`src/rtl/fp_std_arbiter_pkg.sv`:
```
// fp_std_arbiter_pkg: shared types and defaults for the FP standardiser arbiter
package fp_std_arbiter_pkg;
  typedef logic [4:0] func5_t;
  localparam func5_t CVTFR = 5'h0c;
  localparam int STD_LATENCY_DEFAULT = 3;
  typedef enum logic {SRC_CORDIC, SRC_FADD} std_src_e;
  typedef struct packed {
    func5_t      func5;
    logic [25:0] result;
    logic        override;
    logic [17:0] override_val;
  } cordic_req_t;
  typedef struct packed {
    func5_t      func5;
    logic        sign;
    logic [6:0]  exponent;
    logic [17:0] mantissa;
  } fadd_req_t;
endpackage

```
`src/rtl/fp_std_req_fifo.sv`:
```
// fp_std_req_fifo: small synchronous FIFO with combinational head
module fp_std_req_fifo #(
  parameter int WIDTH = 8,
  parameter int DEPTH = 2
) (
  input  logic             clk,
  input  logic             rst,
  input  logic             push,
  input  logic             pop,
  input  logic [WIDTH-1:0] din,
  output logic [WIDTH-1:0] dout,
  output logic             full,
  output logic             empty
);
  localparam int AW = DEPTH > 1 ? $clog2(DEPTH) : 1;
  logic [WIDTH-1:0] mem [DEPTH];
  logic [AW-1:0] wp, rp;
  logic [AW:0] cnt;
  logic wr, rd;
  assign full = cnt == (AW+1)'(DEPTH);
  assign empty = cnt == '0;
  assign dout = mem[rp];
  assign wr = push & ~full;
  assign rd = pop & ~empty;
  always_ff @(posedge clk or posedge rst)
    if (rst) begin
      wp <= '0;
      rp <= '0;
      cnt <= '0;
    end else begin
      wp <= wp + AW'(wr);
      rp <= rp + AW'(rd);
      cnt <= cnt + (AW+1)'(wr) - (AW+1)'(rd);
    end
  always_ff @(posedge clk)
    if (wr) mem[wp] <= din;
endmodule

```
`src/rtl/fp_std_arbiter.sv`:
```
// fp_std_arbiter: round-robin issue of CORDIC/FADD results to the shared standardiser,
// with source tagging aligned to the standardiser's fixed latency
module fp_std_arbiter
  import fp_std_arbiter_pkg::*;
#(
  parameter int FIFO_DEPTH  = 2,
  parameter int STD_LATENCY = STD_LATENCY_DEFAULT
) (
  input  logic        clk,
  input  logic        rst,
  input  logic        cordic_valid,
  output logic        cordic_ready,
  input  func5_t      cordic_func5,
  input  logic [25:0] cordic_result,
  input  logic        cordic_override,
  input  logic [17:0] cordic_override_val,
  input  logic        fadd_valid,
  output logic        fadd_ready,
  input  func5_t      fadd_func5,
  input  logic        fadd_sign,
  input  logic [6:0]  fadd_exponent,
  input  logic [17:0] fadd_mantissa,
  output func5_t      std_func5,
  output logic        std_valid_cordic,
  output logic [25:0] std_result_cordic,
  output logic        std_override_cordic,
  output logic [17:0] std_override_cordic_val,
  output logic        std_valid_fadd,
  output logic        std_fadd_sign,
  output logic [6:0]  std_fadd_exponent,
  output logic [17:0] std_fadd_mantissa,
  input  logic        valid_std,
  output logic        res_src,
  output logic        tag_err
);
  cordic_req_t c_in, c_head;
  fadd_req_t f_in, f_head;
  logic c_full, c_empty, f_full, f_empty, c_g, f_g;
  std_src_e prio;
  logic [STD_LATENCY-1:0] pv, ps;
  assign c_in = '{cordic_func5, cordic_result, cordic_override, cordic_override_val};
  assign f_in = '{fadd_func5, fadd_sign, fadd_exponent, fadd_mantissa};
  assign cordic_ready = ~c_full & ~rst;
  assign fadd_ready = ~f_full & ~rst;
  assign c_g = ~c_empty & (f_empty | prio == SRC_CORDIC);
  assign f_g = ~f_empty & ~c_g;
  assign res_src = pv[STD_LATENCY-1] & ps[STD_LATENCY-1];
  fp_std_req_fifo #(.WIDTH($bits(cordic_req_t)), .DEPTH(FIFO_DEPTH)) u_cordic_fifo (
    .clk(clk), .rst(rst), .push(cordic_valid & cordic_ready), .pop(c_g),
    .din(c_in), .dout(c_head), .full(c_full), .empty(c_empty)
  );
  fp_std_req_fifo #(.WIDTH($bits(fadd_req_t)), .DEPTH(FIFO_DEPTH)) u_fadd_fifo (
    .clk(clk), .rst(rst), .push(fadd_valid & fadd_ready), .pop(f_g),
    .din(f_in), .dout(f_head), .full(f_full), .empty(f_empty)
  );
  always_ff @(posedge clk or posedge rst)
    if (rst) begin
      prio <= SRC_CORDIC;
      std_func5 <= '0;
      std_valid_cordic <= 1'b0;
      std_result_cordic <= '0;
      std_override_cordic <= 1'b0;
      std_override_cordic_val <= '0;
      std_valid_fadd <= 1'b0;
      std_fadd_sign <= 1'b0;
      std_fadd_exponent <= '0;
      std_fadd_mantissa <= '0;
    end else begin
      if (c_g | f_g) prio <= c_g ? SRC_FADD : SRC_CORDIC;
      std_func5 <= c_g ? c_head.func5 : f_g ? f_head.func5 : '0;
      std_valid_cordic <= c_g;
      std_result_cordic <= c_g ? c_head.result : '0;
      std_override_cordic <= c_g & c_head.override;
      std_override_cordic_val <= c_g ? c_head.override_val : '0;
      std_valid_fadd <= f_g;
      std_fadd_sign <= f_g & f_head.sign;
      std_fadd_exponent <= f_g ? f_head.exponent : '0;
      std_fadd_mantissa <= f_g ? f_head.mantissa : '0;
    end
  // Tag pipe is fed from the registered issue so its tail lines up with valid_std.
  always_ff @(posedge clk or posedge rst)
    if (rst) begin
      pv <= '0;
      ps <= '0;
      tag_err <= 1'b0;
    end else begin
      pv[0] <= std_valid_cordic | std_valid_fadd;
      ps[0] <= std_valid_fadd;
      for (int i = 1; i < STD_LATENCY; i++) begin
        pv[i] <= pv[i-1];
        ps[i] <= ps[i-1];
      end
      tag_err <= tag_err | (valid_std != pv[STD_LATENCY-1]);
    end
endmodule
```
`config.mk`:
```
export PLATFORM = sky130hd
export DESIGN_NAME = fp_std_arbiter
export DESIGN_NICKNAME = d
export VERILOG_FILES = /design/src/rtl/fp_std_arbiter_pkg.sv /design/src/rtl/fp_std_req_fifo.sv /design/src/rtl/fp_std_arbiter.sv
export SDC_FILE = /design/constraint.sdc
export NUM_CORES = 1
export LEC_CHECK = 0
export ABC_CLOCK_PERIOD_IN_PS = 3990
export BUFFER_PORTS_ARGS = -buffer_cell sky130_fd_sc_hd__buf_4
export CORE_MARGIN = 2
export CORE_UTILIZATION = 35
export DETAILED_ROUTE_END_ITERATION = 6
export PLACE_DENSITY = 0.5
export REMOVE_ABC_BUFFERS = 1
export SLEW_MARGIN = 20
export SYNTH_ARGS = -nofsm -noshare
export SYNTH_HDL_FRONTEND = slang
export SYNTH_HIERARCHICAL = 1
export SYNTH_SLANG_ARGS = --single-unit
```
`constraint.sdc`:
```
create_clock -name clk -period 3.99 [get_ports clk]
set_clock_uncertainty 0.15 [all_clocks]
set_input_delay 0.9975 -clock clk [delete_from_list [all_inputs] [get_ports clk]]
set_output_delay 0.9975 -clock clk [all_outputs]
set_load 0.02 [all_outputs]
```
* After elaboration in Yosys (flattened, before gate mapping)
Memory sizes are Yosys's and may differ from the RTL's.
Index checks and enable logic that the tools add are counted.
Widths: inputs -> output; s select.
** Storage, ports and cells
- Flip-flop bits (word level) :: 94
- Bits in writable memories :: 162
- Output and inout port bits :: 82
- Memories :: 2
** Memory list
- u_cordic_fifo.mem :: words 2, bits a word 50, rd ports 1, clocked after Yosys merged registers in 0, write ports 1, line fp_std_req_fifo.sv:16 : logic [WIDTH-1:0] mem [DEPTH];
- u_fadd_fifo.mem :: words 2, bits a word 31, rd ports 1, clocked after Yosys merged registers in 0, write ports 1, line fp_std_req_fifo.sv:16
** Operators by class
- Add/subtract/negate cells :: 8
- Equal/unequal tests :: 3
- Mux-type cells :: 11
- Bitwise operators :: 24
- Reduce and logical (&&, ||, !) cells :: 2
** Operators by type and width (count)
- $mux 18 :: 2
- $mux 26 :: 1
- $and 1x1->1 :: 13
- $mux 5 :: 2
- $mux 7 :: 1
- $not 1->1 :: 7
- $mux 1 :: 5
- $add 1x1->1 :: 4
- $add 2x1->2 :: 2
- $eq 2x2->1 const B :: 2
- $logic_not 2->1 :: 2
- $or 1x1->1 :: 4
- $sub 2x1->2 :: 2
- $ne 1x1->1 :: 1

* Logic depth before layout (Yosys ltp)
Gate-level depths: netlist of run 1.
- Word-level depth :: 7
- Gate-level depth with buffers :: 11

* By module
The synthesis of run 1 kept the hierarchy.
** Modules (own cells, without submodules)
- fp_std_req_fifo at u_cordic_fifo :: instances 1, cells an instance 177, area an instance 4083.9 um2, seq. area each 3103.0 um2
- fp_std_arbiter :: instances 1, cells an instance 196, area an instance 3256.9 um2, seq. area each 2152.1 um2
- fp_std_req_fifo at u_fadd_fifo :: instances 1, cells an instance 118, area an instance 2613.8 um2, seq. area each 1961.9 um2

* Worst setup path before layout of run 1
OpenSTA, ideal clock, no wires.
- Kind :: input -> register
- Start :: in rst
- End :: mem u_cordic_fifo/mem[1][0] (netlist bit) (enable)
- Setup time :: 0.413 ns
- Arrival :: 2.894 ns
- Data required time :: 3.427 ns
- Slack :: 0.533 ns
- Stages on the path :: 4
- Buffers on the path :: 0
- Cells stage by stage :: nor2_1 -> and2_1 -> and2_1 -> ha_1
** On the way
- Longest elaborated chain between the ends :: 6
** RTL lines
- start: declaration :: line fp_std_arbiter.sv:10 : input logic rst,
- $not 1->1 :: line fp_std_arbiter.sv:43 : assign cordic_ready = ~c_full & ~rst;
- $and 1x1->1 :: line fp_std_arbiter.sv:43
- $and 1x1->1 :: line fp_std_arbiter.sv:49 : .clk(clk), .rst(rst), .push(cordic_valid & cordic_ready), .pop(c_g),
- $and 1x1->1 :: line fp_std_req_fifo.sv:23 : assign wr = push & ~full;
- $mux 1 :: line fp_std_req_fifo.sv:36 : if (wr) mem[wp] <= din;
- $mux 1 (implied by the code) :: line fp_std_req_fifo.sv:36
- end: declaration :: line fp_std_req_fifo.sv:16
Every way passes these cells.

* Final worst setup path of run 1
- Start :: reg u_cordic_fifo.cnt[1]
- End :: reg u_cordic_fifo.cnt[1]
** RTL lines
- start: declaration :: line fp_std_req_fifo.sv:18 : logic [AW:0] cnt;
- start signal: assignment :: line fp_std_req_fifo.sv:33 : cnt <= cnt + (AW+1)'(wr) - (AW+1)'(rd);
- $logic_not 2->1 :: line fp_std_req_fifo.sv:21 : assign empty = cnt == '0;
- named net c_empty :: line fp_std_arbiter.sv:38 : logic c_full, c_empty, f_full, f_empty, c_g, f_g;
- $not 1->1 :: line fp_std_arbiter.sv:45 : assign c_g = ~c_empty & (f_empty | prio == SRC_CORDIC);
- $and 1x1->1 :: line fp_std_arbiter.sv:45
- named net c_g :: line fp_std_arbiter.sv:38
- $and 1x1->1 :: line fp_std_req_fifo.sv:24 : assign rd = pop & ~empty;
- $sub 2x1->2 :: line fp_std_req_fifo.sv:33
The timed path passes the listed nets, and every way through them passes these cells.
A chain may end at the register's enable or synchronous reset.

==> impl_metrics.prom, run 1 <==
# TYPE chip_impl_metric gauge
chip_impl_metric{name="dr_total_vias",unit=""} 4649
chip_impl_metric{name="grt_pass1_wl",unit="um"} 28800
chip_impl_metric{name="grt_start_max_net_pins",unit=""} 53
chip_impl_metric{name="synth_cell_types",unit=""} 24
chip_impl_info{name="critical_path_sink_type",value="flip-flop"} 1
chip_impl_metric{name="postCtsSetupRepairBufs",unit=""} 0
chip_impl_metric{name="design.final.nets",unit=""} 762
chip_impl_metric{name="internal_power",unit="mW"} 6.70
chip_impl_metric{name="timing.setup.tns",unit="ps"} 0
chip_impl_metric{name="combinationalPowerShare",unit="%"} 31.6
chip_impl_metric{name="fp.dieArea",unit="um2"} 29800
chip_impl_metric{name="path_max_fanout",unit=""} 52
chip_impl_info{name="outcome",value="complete, no violations"} 1
chip_impl_info{name="tritoncts",value="done"} 1
chip_impl_metric{name="post-route-period-util",unit="%"} 67.6
chip_impl_metric{name="placementRows",unit=""} 61
chip_impl_metric{name="drt_first_iter_violations",unit=""} 231
chip_impl_metric{name="achievable-frequency",unit="MHz"} 371
chip_impl_metric{name="gp_congestion",unit=""} 0.673
chip_impl_info{name="rsz_0062_raised_after_global_routing",value="false"} 1
chip_impl_metric{name="drtAntennaViolNets",unit=""} 0
chip_impl_metric{name="switchingPower",unit="mW"} 2.91
chip_impl_metric{name="post_route_cells_drive_above_1_share",unit="%"} 54.8
chip_impl_metric{name="drc",unit=""} 0
chip_impl_metric{name="drt_first_pass_iters",unit=""} 7
chip_impl_metric{name="cts.sink_count",unit=""} 256
chip_impl_info{name="worstSetupStartpointType",value="flip-flop"} 1
chip_impl_metric{name="routed_via_density",unit=""} 4.36
chip_impl_metric{name="pin_count",unit=""} 168
chip_impl_metric{name="worst_ep_arrival_time",unit="ps"} 2990
chip_impl_metric{name="gr-usage-all-layers",unit="%"} 12.4
chip_impl_metric{name="seq_area_frac_synth",unit="%"} 72.5
chip_impl_metric{name="critPathRequiredTime",unit="ps"} 4280
chip_impl_info{name="critPathLaunch",value="u_cordic_fifo/cnt[1]"} 1
chip_impl_metric{name="syn-instance-count",unit=""} 491
chip_impl_metric{name="min_period",unit="ps"} 2700
chip_impl_metric{name="height_of_the_die",unit="um"} 173
chip_impl_metric{name="tightest_slew",unit="ps"} 1030
chip_impl_metric{name="synthesis.area",unit="um2"} 9950
chip_impl_metric{name="antenna_found_initial",unit=""} 1
chip_impl_metric{name="leakagePower",unit="nW"} 5.14
chip_impl_metric{name="fillCellCount",unit=""} 2443
chip_impl_info{name="crit_type",value="flip-flop to flip-flop"} 1
chip_impl_metric{name="minimum_setup_slack_in_the_final_design",unit="ps"} 1290
chip_impl_metric{name="effective_utilization_at_floorplan",unit="%"} 35.7
chip_impl_info{name="netlist.top_cell.by_area",value="edfxtp_1"} 1
chip_impl_metric{name="clock_insertion_delay_worst_skew",unit="ps"} 520
chip_impl_metric{name="die_x_extent",unit="um"} 173
chip_impl_metric{name="hold-worst-slack",unit="ps"} 198
chip_impl_metric{name="clockBufferDepth",unit=""} 3
chip_impl_metric{name="setup_viol_count_final",unit=""} 0
chip_impl_metric{name="report.final.slew_viol_count",unit=""} 0
chip_impl_metric{name="tritoncts_buffers",unit=""} 27
chip_impl_metric{name="maxCapViolations",unit=""} 0
chip_impl_metric{name="htreeDepth",unit=""} 1
chip_impl_metric{name="ys_ff_latch",unit=""} 256
chip_impl_metric{name="cts_resized",unit=""} 0
chip_impl_metric{name="seq_power_share",unit="%"} 40.8
chip_impl_metric{name="globalRoute.totalOverflow",unit=""} 0
chip_impl_metric{name="port_buffers",unit=""} 167
chip_impl_metric{name="vdd.ir_drop.worst",unit="V"} 0.000382
chip_impl_metric{name="number_of_warnings_printed_during_yosys_synthesis",unit=""} 6
chip_impl_metric{name="swShare",unit="%"} 30.2
chip_impl_metric{name="p_total",unit="mW"} 9.61
chip_impl_metric{name="clockPowerShare",unit="%"} 27.7
chip_impl_metric{name="slew_headroom",unit="%"} 31.6
chip_impl_metric{name="synth_top_area_share",unit="%"} 48.9
chip_impl_metric{name="clkSlewWorstSetupHoldPaths",unit="ps"} 60
chip_impl_info{name="worst_hold_path_type",value="flip-flop to flip-flop"} 1
chip_impl_info{name="worst_r2r_startpoint",value="u_cordic_fifo/cnt[1]"} 1
chip_impl_metric{name="layout-area-overhead-vs-synth",unit="%"} 24.6
chip_impl_info{name="cts_root_buf",value="clkbuf_16"} 1
chip_impl_metric{name="reg2reg_setup_slack",unit="ps"} 1290
chip_impl_info{name="hold_path_startpoint",value="ps[0]"} 1
chip_impl_metric{name="synth.avg_cell_area",unit="um2"} 20.3
chip_impl_metric{name="detailedPlace.worstSlack",unit="ps"} 1090
chip_impl_metric{name="finalWirelength",unit="um"} 18800
chip_impl_metric{name="place_hpwl",unit="um"} 11800
chip_impl_metric{name="core-area",unit="um2"} 27900
chip_impl_info{name="synth.area.top_cells",value="edfxtp_1 (49%), dfrtp_1 (24%), mux2_4 (12%)"} 1
chip_impl_metric{name="power.density_cell_area",unit="nW/um2"} 775
chip_impl_metric{name="hold_buffers",unit=""} 0
chip_impl_metric{name="first_global_vias",unit=""} 5091
chip_impl_metric{name="final_hold_violation_count",unit=""} 0
chip_impl_metric{name="detail_route.wl_per_cell",unit="um"} 17.6
worst max-delay path: stages (launching register included):
cell     delay [ps]
dfrtp_1         450
nor2_4          140
buf_4           690
nor2_1          160
o21a_1          190
ha_1            280
inv_1            40
ha_1            170
xnor2_1         200
xnor2_1         140
layout make-up:
class	instances	area, um2	share of cell area [%]
antenna	1	2.50	0.0202
clock buffer	30	687	5.54
clock inverter	19	273	2.20
inverter	11	43.8	0.353
multi-input combinational	199	2380	19.2
sequential	256	7220	58.2
tap	378	473	3.81
timing repair buffer	173	1320	10.7
registers in the layout (all words and copies together), names as in the netlist, 5 cells and up:
| name | flops |
|---|---|
| std_override_cordic_val | 18 |
| std_fadd_mantissa | 18 |
| std_fadd_exponent | 7 |
| std_func5 | 5 |
| std_result_cordic | 26 |
| u_cordic_fifo/mem | 100 |
| u_fadd_fifo/mem | 62 |
stage by stage:
stage | util, % | area, um2 | instances
4_1_cts | 44.5 | 12400 | 1066
2_1_floorplan | - | 9610 | 466
3_3_place_gp | 41.1 | 11400 | 1017
3_5_place_dp | 41.1 | 11400 | 1017
5_1_grt | 44.5 | 12400 | 1066
6_report | 44.5 | 12400 | 1067
Yosys cell counts:
| cell | n |
|---|---|
| o2bb2ai_1 | 5 |
| edfxtp_1 | 162 |
| and2_1 | 7 |
| nand2_1 | 3 |
| buf_2 | 1 |
| nor3b_1 | 1 |
| inv_1 | 11 |
| ha_1 | 8 |
| buf_12 | 8 |
| nor3b_2 | 44 |
| buf_6 | 16 |
| and2_4 | 24 |
| dfrtp_1 | 94 |
| xor2_1 | 2 |
| xnor2_1 | 5 |
| o21ba_4 | 1 |
| mux2_2 | 3 |
| nor2b_1 | 1 |
| o21a_1 | 2 |
| nand2b_1 | 8 |
| or2_2 | 1 |
| mux2_4 | 78 |
| nor2_1 | 5 |
| o21ai_0 | 1 |
routing by layer:
layer / wire length, um / vias to the layer above / GRT usage [%]
li1: - / 2139 / -
met1: 8290 / 2330 / 16.2
met2: 8810 / 153 / 20.4
met3: 1340 / 27 / 3.85
met4: 374 / 0 / 2.85
met5: 0 / - / 0
power by group through the flow:
stage	registers (mW)	logic, mW	clock network (mW)
global route	3.99	3.27	2.85
floorplan	4.24	1.76	0
finish	3.92	3.03	2.66
CTS	3.93	3.11	2.74
global placement	3.96	3.05	0
detailed placement	3.98	3.09	0
layout by cell type, fill, tap and decap left out:
cell        count
and2_1          7
and2_4         24
buf_12          2
buf_4         171
bufinv_16       6
clkbuf_1        3
clkbuf_16      27
clkinv_1        2
clkinv_2        2
clkinv_4        4
clkinvlp_4      3
dfrtp_1        92
dfrtp_2         1
dfrtp_4         1
diode_2         1
edfxtp_1      162
ha_1            4
ha_2            4
inv_1          10
inv_4           1
inv_6           2
mux2_2          3
mux2_4         78
nand2_1         3
nand2b_1        8
nor2_1          4
nor2_4          1
nor2b_4         1
nor3b_1         1
nor3b_2        44
o21a_1          2
o21ai_0         1
o21ba_4         1
o2bb2ai_1       5
or2_2           1
xnor2_1         5
xor2_1          2
worst paths after layout:
check | cells past startpoint | to
setup / recovery | 9 | u_cordic_fifo/cnt[1]
hold / removal | 0 | ps[1]
setup reg to reg | 9 | u_cordic_fifo/cnt[1]
hold reg to reg | 0 | ps[1]
max in group asynchronous | 3 | std_fadd_mantissa[1]
min in group asynchronous | 2 | u_fadd_fifo/cnt[1]
cells by family after synthesis:
kind of cell,Yosys count,share of synthesized area (%)
xor+xnor,7,0.616
buf+inv,36,3.88
simple gates,94,9.09
mux,81,12.1
fa+ha+maj,8,1.01
flops,256,72.5
compound gates,9,0.804
Power figures use the tool's default switching activity.
==> run 2, diff against run 1 <==
Settings changed: ABC_CLOCK_PERIOD_IN_PS 3990 to 2500.
Clock period 3.99 ns to 2.5 ns, I/O delays scaled along.
==> impl_metrics.prom, run 2 (synthesized netlist as in run 1, its figures left out) <==
# TYPE chip_impl_metric gauge
chip_impl_metric{name="htreeDepth",unit=""} 1
chip_impl_metric{name="gp_congestion",unit=""} 0.657
chip_impl_metric{name="port_buffers",unit=""} 167
chip_impl_metric{name="height_of_the_die",unit="um"} 173
chip_impl_metric{name="drt_first_pass_iters",unit=""} 4
chip_impl_metric{name="finalWirelength",unit="um"} 19100
chip_impl_metric{name="first_global_vias",unit=""} 5241
chip_impl_metric{name="placed_cells_incl_taps",unit=""} 1026
chip_impl_metric{name="min_period",unit="ps"} 2380
chip_impl_metric{name="clockPowerShare",unit="%"} 30.7
chip_impl_metric{name="cts_resized",unit=""} 0
chip_impl_metric{name="internal_power",unit="mW"} 11.4
chip_impl_metric{name="effective_utilization_at_floorplan",unit="%"} 35.7
chip_impl_info{name="cts_root_buf",value="clkbuf_16"} 1
chip_impl_info{name="largestRegisters",value="u_cordic_fifo/mem x100, u_fadd_fifo/mem x62, std_result_cordic x26"} 1
chip_impl_info{name="crit_type",value="input pin to output pin"} 1
chip_impl_info{name="worst_path_dominant_cell_family",value="buffers and inverters"} 1
chip_impl_metric{name="antenna_found_initial",unit=""} 1
chip_impl_metric{name="critical_path_buf_inv_count",unit=""} 3
chip_impl_metric{name="layout-area-overhead-vs-synth",unit="%"} 27.7
chip_impl_metric{name="final_hold_violation_count",unit=""} 0
chip_impl_metric{name="r2r.worst_path.cells",unit=""} 7
chip_impl_metric{name="tritoncts_buffers",unit=""} 28
chip_impl_metric{name="globalRoute.totalOverflow",unit=""} 0
chip_impl_metric{name="fillCellCount",unit=""} 2444
chip_impl_metric{name="dr_total_vias",unit=""} 4657
chip_impl_info{name="path_cells",value="dlygate4sd3_1, buf_4, nor2_1, buf_4"} 1
chip_impl_info{name="rsz_0062_raised_after_global_routing",value="false"} 1
chip_impl_metric{name="switchingPower",unit="mW"} 4.69
chip_impl_info{name="hold_path_startpoint",value="fadd_mantissa[5]"} 1
chip_impl_metric{name="design.final.nets",unit=""} 773
chip_impl_metric{name="die_x_extent",unit="um"} 173
chip_impl_metric{name="place_hpwl",unit="um"} 12100
chip_impl_metric{name="drt_first_iter_violations",unit=""} 244
chip_impl_metric{name="grt_start_max_net_pins",unit=""} 51
chip_impl_metric{name="power.density_cell_area",unit="nW/um2"} 1270
chip_impl_metric{name="post-route-period-util",unit="%"} 95.0
chip_impl_metric{name="drc",unit=""} 0
chip_impl_info{name="cp_slowest_cell",value="dlygate4sd3_1"} 1
chip_impl_info{name="outcome",value="complete, no violations"} 1
chip_impl_metric{name="placementRows",unit=""} 61
chip_impl_metric{name="pin_count",unit=""} 168
chip_impl_info{name="tritoncts",value="done"} 1
chip_impl_metric{name="swShare",unit="%"} 29.1
chip_impl_metric{name="combinationalPowerShare",unit="%"} 31.9
chip_impl_metric{name="clkSlewWorstSetupHoldPaths",unit="ps"} 60
chip_impl_metric{name="worstHoldPathCells",unit=""} 1
chip_impl_metric{name="report.final.slew_viol_count",unit=""} 0
chip_impl_metric{name="final_cells",unit=""} 1080
chip_impl_metric{name="critical_path.max_stage_delay",unit="ps"} 530
chip_impl_metric{name="grt_pass1_wl",unit="um"} 29900
chip_impl_metric{name="routed_via_density",unit=""} 4.31
chip_impl_info{name="worstSetupStartpointType",value="input pin"} 1
chip_impl_info{name="worst_r2r_startpoint",value="u_cordic_fifo/cnt[0]"} 1
chip_impl_info{name="final_common_cell",value="buf_4"} 1
chip_impl_info{name="critPathLaunch",value="rst"} 1
chip_impl_metric{name="post_route_cells_drive_above_1_share",unit="%"} 55.9
chip_impl_metric{name="reg2reg_setup_slack",unit="ps"} 430
chip_impl_info{name="holdPathEnd",value="u_fadd_fifo/mem[1][5]"} 1
chip_impl_info{name="crit_path_frequent_cell",value="buf_4"} 1
chip_impl_metric{name="leakagePower",unit="nW"} 5.31
chip_impl_metric{name="core-area",unit="um2"} 27900
chip_impl_metric{name="seq_power_share",unit="%"} 37.4
chip_impl_metric{name="post_dp_cell_area",unit="um2"} 11600
chip_impl_metric{name="gr-usage-all-layers",unit="%"} 12.8
chip_impl_info{name="registers.top_by_ff_count",value="u_cordic_fifo/mem"} 1
chip_impl_metric{name="drtAntennaViolNets",unit=""} 0
chip_impl_metric{name="tightest_slew",unit="ps"} 897
chip_impl_info{name="r2r-end",value="u_cordic_fifo/mem[1][11]"} 1
chip_impl_metric{name="clock_insertion_delay_worst_skew",unit="ps"} 530
chip_impl_metric{name="detail_route.wl_per_cell",unit="um"} 17.7
chip_impl_metric{name="maxCapViolations",unit=""} 0
chip_impl_metric{name="worst_ep_arrival_time",unit="ps"} 1600
chip_impl_metric{name="path_max_fanout",unit=""} 5
chip_impl_metric{name="vdd.ir_drop.worst",unit="V"} 0.000983
chip_impl_metric{name="slew_headroom",unit="%"} 40.2
chip_impl_info{name="worst_hold_path_type",value="input pin to flip-flop"} 1
chip_impl_metric{name="worst-path-stages",unit=""} 4
chip_impl_metric{name="setup_viol_count_final",unit=""} 0
chip_impl_metric{name="largest_register_ffs",unit=""} 100
chip_impl_metric{name="clockBufferDepth",unit=""} 3
chip_impl_info{name="critical_path_sink_type",value="output pin"} 1
chip_impl_metric{name="achievable-frequency",unit="MHz"} 421
chip_impl_metric{name="layout.cell_area.non_filler",unit="um2"} 12700
chip_impl_metric{name="fp.dieArea",unit="um2"} 29800
chip_impl_metric{name="cts.sink_count",unit=""} 256
chip_impl_metric{name="critPathRequiredTime",unit="ps"} 1730
chip_impl_info{name="final_cell_mix",value="buf_4 (176), edfxtp_1 (162), dfrtp_1 (92)"} 1
run 2: worst reg2reg max path, cell delays in order (launching register included):
cell	delay [ps]
dfrtp_1	430
nand2b_1	160
inv_1	50
nor2_1	100
and2_1	150
and2_1	170
ha_2	220
buf_4	290
run 2: power by group through the flow:
stage	Combinational, mW	Clock, mW	Sequential [mW]
after floorplan	2.75	0	6.77
after global placement	5.19	0	6.10
after detailed placement	5.24	0	6.12
after CTS	5.28	5.08	6.05
after global routing	5.55	5.26	6.14
final	5.15	4.95	6.03
run 2: layer usage:
| layer | vias to the layer above | part of all wire [%] | global-route usage (%) |
|---|---|---|---|
| met1 | 2305 | 44 | 16.5 |
| met4 | 0 | 1.9 | 3.31 |
| met3 | 30 | 8.7 | 4.66 |
| li1 | 2158 | - | - |
| met2 | 164 | 46 | 20.4 |
| met5 | - | 0 | 0 |
run 2: area by class of cell:
class                      count  area, um2  area share [%]
clock buffer                  33        761            5.99
clock inverter                19        379            2.98
inverter                      11       43.8           0.345
antenna                        1       2.50          0.0197
sequential                   256       7220            56.8
tap                          378        473            3.72
timing repair buffer         183       1450            11.4
multi-input combinational    199       2380            18.7
run 2: what timing repair did:
| action | CTS | global route |
|---|---|---|
| hold endpoints to repair | 33 | 0 |
| hold buffers | 1 | 0 |
| setup buffers | 0 | 0 |
run 2: stage by stage:
stage	util [%]	power, mW	worst slack (ps)	hold slack (ps)	TNS [ps]
after floorplan	-	9.52	-2360	181	-240600
after global placement	41.5	11.3	279	186	0
after detailed placement	41.5	11.4	248	187	0
after CTS	45.6	16.4	111	105	0
after global routing	45.6	16.9	64.6	102	0
final	45.6	16.1	125	129	0
run 2: worst max path at each step:
stage / end / slack [ps]
6_report: fadd_ready / 120
5_1_grt: cordic_ready / 60
4_1_cts: fadd_ready / 110
3_5_place_dp: u_cordic_fifo/mem[0][11] / 250
3_3_place_gp: u_cordic_fifo/mem[0][13] / 280
2_1_floorplan: u_fadd_fifo/cnt[1] / -2360
